[config.mk]
export PLATFORM = sky130hd
export DESIGN_NAME = mem_multiport_bank_arbiter
export DESIGN_NICKNAME = d
export VERILOG_FILES = /design/src/rtl/mem_multiport_bank_arbiter.sv
export SDC_FILE = /design/constraint.sdc
export NUM_CORES = 1
export LEC_CHECK = 0
export CAP_MARGIN = 40
export CORE_AREA = 2 2 521 523
export DETAILED_ROUTE_END_ITERATION = 7
export DIE_AREA = 0 0 523 525
export PLACE_DENSITY = 0.31
export SKIP_LAST_GASP = 1
export SYNTH_ARGS = -nofsm -noshare
export SYNTH_HDL_FRONTEND = slang
export SYNTH_SLANG_ARGS = --single-unit
[constraint.sdc]
create_clock -name clk_i -period 2.3 [get_ports clk_i]
set_input_delay 0.69 -clock clk_i [delete_from_list [all_inputs] [get_ports clk_i]]
set_output_delay 0.69 -clock clk_i [all_outputs]
set_load 0.1 [all_outputs]
[src/rtl/mem_multiport_bank_arbiter.sv]
// ---------------------------------------------------------------------------
// mem_multiport_bank_arbiter
//
// Per-bank arbiter that multiplexes NumPorts memory-stream masters onto
// NumBanks SRAM banks. Each bank has its own independent arbiter, which picks
// one requesting port per cycle. A small tracking FIFO per bank remembers
// which port issued every granted request, so that each in-order response
// (mem_rvalid_i) is steered back to the port that issued it.
//
// Ports (p = port, b = bank):
//   clk_i, rst_i      clock, asynchronous active-high reset
//   busy_o            some bank still has a granted request awaiting rvalid
//   err_o[b]          sticky: rvalid arrived with nothing outstanding on bank b
//   port_*_i[p][b]    request side: req, addr, wdata, strb, we, atop
//   port_gnt_o[p][b]  request accepted this cycle
//   port_rvalid_o     response valid, routed to the issuing port
//   port_rdata_o      bank read data, broadcast to every port
//   mem_*_o[b]        winning request presented to bank b
//   mem_gnt_i[b]      bank accepts the presented request
//   mem_rvalid_i[b]   one response per granted request, in order
//   mem_rdata_i[b]    bank read data
//
// The request path is purely combinational (zero latency). Only the RR
// pointer, the lock state, the tracking FIFO and the error flag are state.
// ---------------------------------------------------------------------------
module mem_multiport_bank_arbiter #(
    parameter int NumPorts       = 2,
    parameter int NumBanks       = 4,
    parameter int AddrWidth      = 32,
    parameter int DataWidth      = 32,
    parameter int MaxOutstanding = 2,
    parameter int ArbMode        = 0
) (
    input  logic                                              clk_i,
    input  logic                                              rst_i,
    output logic                                              busy_o,
    output logic [NumBanks-1:0]                               err_o,
    input  logic [NumPorts-1:0][NumBanks-1:0]                 port_req_i,
    output logic [NumPorts-1:0][NumBanks-1:0]                 port_gnt_o,
    input  logic [NumPorts-1:0][NumBanks-1:0][AddrWidth-1:0]  port_addr_i,
    input  logic [NumPorts-1:0][NumBanks-1:0][DataWidth-1:0]  port_wdata_i,
    input  logic [NumPorts-1:0][NumBanks-1:0][DataWidth/8-1:0] port_strb_i,
    input  logic [NumPorts-1:0][NumBanks-1:0]                 port_we_i,
    input  logic [NumPorts-1:0][NumBanks-1:0][5:0]            port_atop_i,
    output logic [NumPorts-1:0][NumBanks-1:0]                 port_rvalid_o,
    output logic [NumPorts-1:0][NumBanks-1:0][DataWidth-1:0]  port_rdata_o,
    output logic [NumBanks-1:0]                               mem_req_o,
    input  logic [NumBanks-1:0]                               mem_gnt_i,
    output logic [NumBanks-1:0][AddrWidth-1:0]                mem_addr_o,
    output logic [NumBanks-1:0][DataWidth-1:0]                mem_wdata_o,
    output logic [NumBanks-1:0][DataWidth/8-1:0]              mem_strb_o,
    output logic [NumBanks-1:0]                               mem_we_o,
    output logic [NumBanks-1:0][5:0]                          mem_atop_o,
    input  logic [NumBanks-1:0]                               mem_rvalid_i,
    input  logic [NumBanks-1:0][DataWidth-1:0]                mem_rdata_i
);

    localparam int IdxWidth = (NumPorts > 1) ? $clog2(NumPorts) : 1;
    localparam int PtrWidth = (MaxOutstanding > 1) ? $clog2(MaxOutstanding) : 1;
    localparam int CntWidth = $clog2(MaxOutstanding + 1);

    // Round-robin pick: first requester found scanning upward from ptr,
    // wrapping at NumPorts.
    function automatic logic [IdxWidth-1:0] rr_pick(
        input logic [NumPorts-1:0] req,
        input logic [IdxWidth-1:0] ptr
    );
        logic [IdxWidth-1:0] pick;
        logic                found;
        int                  idx;
        pick  = '0;
        found = 1'b0;
        for (int i = 0; i < NumPorts; i++) begin
            idx = int'(ptr) + i;
            if (idx >= NumPorts) begin
                idx = idx - NumPorts;
            end
            if (!found && req[idx]) begin
                pick  = IdxWidth'(idx);
                found = 1'b1;
            end
        end
        return pick;
    endfunction

    // Fixed priority: lowest requesting index wins.
    function automatic logic [IdxWidth-1:0] fixed_pick(
        input logic [NumPorts-1:0] req
    );
        logic [IdxWidth-1:0] pick;
        pick = '0;
        for (int i = NumPorts - 1; i >= 0; i--) begin
            if (req[i]) begin
                pick = IdxWidth'(i);
            end
        end
        return pick;
    endfunction

    logic [NumBanks-1:0] bank_busy;

    assign busy_o = |bank_busy;

    for (genvar gi = 0; gi < NumBanks; gi++) begin : g_bank
        logic [NumPorts-1:0] req_vec;
        logic [IdxWidth-1:0] winner;
        logic [IdxWidth-1:0] head_idx;
        logic                full;
        logic                mem_req;
        logic                handshake;
        logic                pop;
        logic                fall_through;
        logic                push;
        logic                drop;

        logic [IdxWidth-1:0] rr_ptr_reg;
        logic [IdxWidth-1:0] lock_port_reg;
        logic                lock_valid_reg;
        logic [PtrWidth-1:0] wr_ptr_reg;
        logic [PtrWidth-1:0] rd_ptr_reg;
        logic [CntWidth-1:0] count_reg;
        logic [CntWidth-1:0] count_next;
        logic                err_reg;
        logic [IdxWidth-1:0] fifo_mem [MaxOutstanding];

        for (genvar gp = 0; gp < NumPorts; gp++) begin : g_req
            assign req_vec[gp] = port_req_i[gp][gi];
        end

        // A locked winner keeps the bank while it still requests, so a
        // stalled payload is never swapped under the bank's feet.
        always_comb begin
            winner = '0;
            if (lock_valid_reg && req_vec[lock_port_reg]) begin
                winner = lock_port_reg;
            end else if (ArbMode == 1) begin
                winner = fixed_pick(req_vec);
            end else begin
                winner = rr_pick(req_vec, rr_ptr_reg);
            end
        end

        // An rvalid in the same cycle frees a slot, so a full FIFO can still
        // accept a new request while it drains one.
        assign full         = (count_reg == CntWidth'(MaxOutstanding)) && !mem_rvalid_i[gi];
        assign mem_req      = (|req_vec) && !full;
        assign handshake    = mem_req && mem_gnt_i[gi];
        assign pop          = mem_rvalid_i[gi] && (count_reg != '0);
        // Empty FIFO: a same-cycle response belongs to the request being
        // granted right now, so it bypasses the FIFO entirely.
        assign fall_through = mem_rvalid_i[gi] && (count_reg == '0) && handshake;
        assign push         = handshake && !fall_through;
        assign drop         = mem_rvalid_i[gi] && (count_reg == '0) && !handshake;
        assign head_idx     = fifo_mem[rd_ptr_reg];

        assign mem_req_o[gi]   = mem_req;
        assign mem_addr_o[gi]  = port_addr_i[winner][gi];
        assign mem_wdata_o[gi] = port_wdata_i[winner][gi];
        assign mem_strb_o[gi]  = port_strb_i[winner][gi];
        assign mem_we_o[gi]    = port_we_i[winner][gi];
        assign mem_atop_o[gi]  = port_atop_i[winner][gi];

        for (genvar gp = 0; gp < NumPorts; gp++) begin : g_port
            assign port_gnt_o[gp][gi]    = handshake && (winner == IdxWidth'(gp));
            assign port_rvalid_o[gp][gi] = (pop && (head_idx == IdxWidth'(gp)))
                                        || (fall_through && (winner == IdxWidth'(gp)));
            assign port_rdata_o[gp][gi]  = mem_rdata_i[gi];
        end

        always_comb begin
            count_next = count_reg;
            if (push && !pop) begin
                count_next = count_reg + 1'b1;
            end else if (pop && !push) begin
                count_next = count_reg - 1'b1;
            end
        end

        always_ff @(posedge clk_i or posedge rst_i) begin
            if (rst_i) begin
                rr_ptr_reg     <= '0;
                lock_port_reg  <= '0;
                lock_valid_reg <= 1'b0;
                wr_ptr_reg     <= '0;
                rd_ptr_reg     <= '0;
                count_reg      <= '0;
                err_reg        <= 1'b0;
            end else begin
                lock_valid_reg <= mem_req && !mem_gnt_i[gi];
                lock_port_reg  <= winner;
                if (handshake) begin
                    rr_ptr_reg <= (winner == IdxWidth'(NumPorts - 1)) ? '0 : winner + 1'b1;
                end
                if (push) begin
                    wr_ptr_reg <= (wr_ptr_reg == PtrWidth'(MaxOutstanding - 1)) ? '0
                                                                                 : wr_ptr_reg + 1'b1;
                end
                if (pop) begin
                    rd_ptr_reg <= (rd_ptr_reg == PtrWidth'(MaxOutstanding - 1)) ? '0
                                                                                 : rd_ptr_reg + 1'b1;
                end
                count_reg <= count_next;
                if (drop) begin
                    err_reg <= 1'b1;
                end
            end
        end

        // Storage needs no reset: entries are only read while count_reg says
        // they are valid.
        always_ff @(posedge clk_i) begin
            if (push) begin
                fifo_mem[wr_ptr_reg] <= winner;
            end
        end

        assign err_o[gi]     = err_reg;
        assign bank_busy[gi] = (count_reg != '0);
    end

endmodule
==> reports/qor.txt, run 1 <==
status: complete, but fails checks
failing checks: setup timing
XOR/XNOR Fraction of Synth Area: 1.44%
die extent in x: 523 µm
fmax: 344 MHz
Pwr Density: 495 mW/mm²
startpoint types: flip-flop
clk_skew: 2.01 ps
number of iterations in the first detailed-routing pass: 4
Layout Cells excl Fill: 5,237
Clock Tree Root: clkbuf_16
via count: 9,840
YS warnings: 0
Initial Util: 2.93%
initial DRC count: 297
sequential area share after synthesis: 13.2%
Final Util: 9.89%
Synth Area in Simple Gates: 4.57%
antenna-violating nets left: 0
compound-gate portion of the synthesized area: 5.31%
Post-synth EDFFs: 8
top_reg_cell synth: dfrtp_1
reg2reg end: g_bank[0].rr_ptr_reg
adder-cell share of the synthesized area: 0%
area grow syn2layout: 238%
hold crit path type: flip-flop to flip-flop
WL final: 133,000 µm
unique cell type count in the Yosys netlist: 48
synth cell count leaders: 264 x buf_4, 231 x mux2_2, 36 x mux2_1, 36 x mux2_4, 32 x dfrtp_1
# clock sinks: 40
final worst setup slack: -608 ps
register bit total from synthesis: 40
clock buffer depth: 2
nets: 2,392
layout cells sized above 1: 54.8%
Mapped Avg Cell Area: 9.64 µm²
Yosys top cell area share: 33.0%
cell mode on critical path: buf_12
reg2reg start: g_bank[0].lock_valid_reg
pin count of the biggest net entering global routing: 33
share of flip-flops with an asynchronous set or reset: 80.0%
Die Y: 525 µm
net count after synthesis: 1,564
Post-Syn Instances: 818
WL/cell: 25.3 µm
most area-hungry cell type in the Yosys netlist: mux2_2
CTS buffer count: 5
design area: 0.0266 mm²
# port buffers: 942
H-tree Lvls: 2
largest family of logic cells by synthesized area: multiplexers
unrepaired setup endpoints after global routing: true
worst skew pair latency: 320 ps
Row Count: 191
CP bufs+invs: 4
DP Area: 0.0251 mm²
Relative slew margins: 64.0%
max-slew violations: 0
Worst setup EP type: output port
DP HPWL: 122,000 µm
leak pwr: 10.3 nW
Final Hold Fails: 0
worst-case vdd ir drop: 0.255 mV
crit-path max FO: 13
Slew @ Worst Pin: 535 ps
Die ar.: 0.275 mm²
DRC viols: 0
worst endpoint required time: 1610 ps
largest cells by area after synthesis: mux2_2 33%, buf_4 25%, dfrtp_1 10%, mux2_4 6.9%, mux2_1 5.1%
core area: 0.269 mm²
vias per cell: 1.88
Worst-path clk slew: 60 ps
R2R cell count: 8
crit-path cells: mux2_4 > o21ai_4 > buf_4 > buf_12 > buf_12 > mux2_4 > buf_12
most frequent cell after synthesis: buf_4
Worst path max stage delay: 370 ps
Tcrit/Tclk final: 126%
GRT Util Overall: 9.23%
max-cap viol count: 0
Overall Power: 13.2 mW
global placer's final weighted congestion: 0.880
Post-Place Cells: 5,151
first-pass GRT wire length: 155,000 µm
post-synthesis cell area: 0.00789 mm²
Reg2Reg Setup Slack: 530 ps
delay-heaviest family, CP: multiplexers
initial antenna violation count: 73
Period minus WS final: 2910 ps
remaining global-route overflow: 0
vias in the first global route: 10,800
min-delay src: g_bank[0].rd_ptr_reg
hold depth: 1
# setup viols final: 316
Worst Hold Path EP: g_bank[0].rd_ptr_reg
Fill cells: 30,800
CTS tree: built
slowest cell on the critical path: dfrtp_1
multiplexer area fraction after synthesis: 45.5%
Top Ports: 1,327
CP Class: flip-flop to output port
Worst EP arrival: 2220 ps
-- cell type report --
class	instances	area, µm²	area share (%)
inverters	17	111	0.418
diodes	23	57.6	0.216
flip-flops and latches	40	1050	3.94
clock buffers	5	125	0.470
multi-input cells	453	5820	21.9
well taps	3570	4470	16.8
repair buffers	1129	15000	56.3
-- where the power goes --
| group | switching, mW | internal (mW) | leakage (nW) | total (mW) |
|---|---|---|---|---|
| logic | 6.71 | 4.78 | 9.76 | 11.5 |
| clock network | 0.340 | 0.386 | 0.0618 | 0.725 |
| registers | 0.118 | 0.861 | 0.441 | 0.979 |
-- what timing repair did --
item	CTS	global route
gates resized for setup	191	36
endpoints found under the hold margin	0	0
buffers inserted	43	16
hold buffers	0	0
endpoints found under the setup margin	321	321
pin swaps	22	15
gates cloned	17	6
-- per-layer routing --
| layer | share of wire (%) | global-route usage [%] |
|---|---|---|
| met4 | 2.1 | 2.01 |
| met3 | 16 | 6.42 |
| met2 | 44 | 14.5 |
| met1 | 38 | 10.1 |
| met5 | 0.25 | 0.211 |
-- logic make-up (layout without fill, tap and decap cells) --
| family | count (synthesis) | after routing |
|---|---|---|
| flops | 40 | 40 |
| buf+inv | 327 | 1151 |
| xor+xnor | 13 | 13 |
| compound gates | 61 | 63 |
| simple gates | 70 | 70 |
| mux | 307 | 307 |
| other cells | 0 | 23 |
-- worst max-delay path by stage --
stage                              from          endpoint  slack [ps]  depth (start not counted)
3_3_place_gp              port_req_i[0]     mem_strb_o[3]        -990                          7
3_5_place_dp              port_req_i[0]     mem_strb_o[3]        -970                          7
2_1_floorplan             port_req_i[5]     port_gnt_o[1]        -390                          7
6_report       g_bank[0].lock_valid_reg    mem_addr_o[11]        -610                          7
5_1_grt        g_bank[0].lock_valid_reg    mem_addr_o[11]        -700                          7
4_1_cts        g_bank[3].lock_valid_reg  mem_wdata_o[120]        -690                          7
-- stage by stage --
step | hold WS [ps] | TNS (ps) | setup slack (ps)
2_1_floorplan | 443 | -7530 | -392
3_3_place_gp | 474 | -257010 | -990
3_5_place_dp | 482 | -255450 | -975
4_1_cts | 493 | -178710 | -695
5_1_grt | 512 | -182010 | -703
6_report | 486 | -153340 | -608
-- layout by cell type (no fill, tap or decap), types with 10 or more instances in the layout --
cell type        count
buf_6               26
nor2_1              12
clkdlybuf4s50_1    601
buf_12             364
clkbuf_16           11
dfrtp_1             25
xnor2_1             11
buf_4               95
mux2_4             294
o21ai_0             10
diode_2             23
buf_8               16
No activity file was read; power rests on OpenSTA's default activity.
==> inputs of run 2 (changes only) <==
- CAP_MARGIN: 40 -> not set
==> results of run 2 <==
No change in the layout: final DEF, timing and power equal those of run 1.
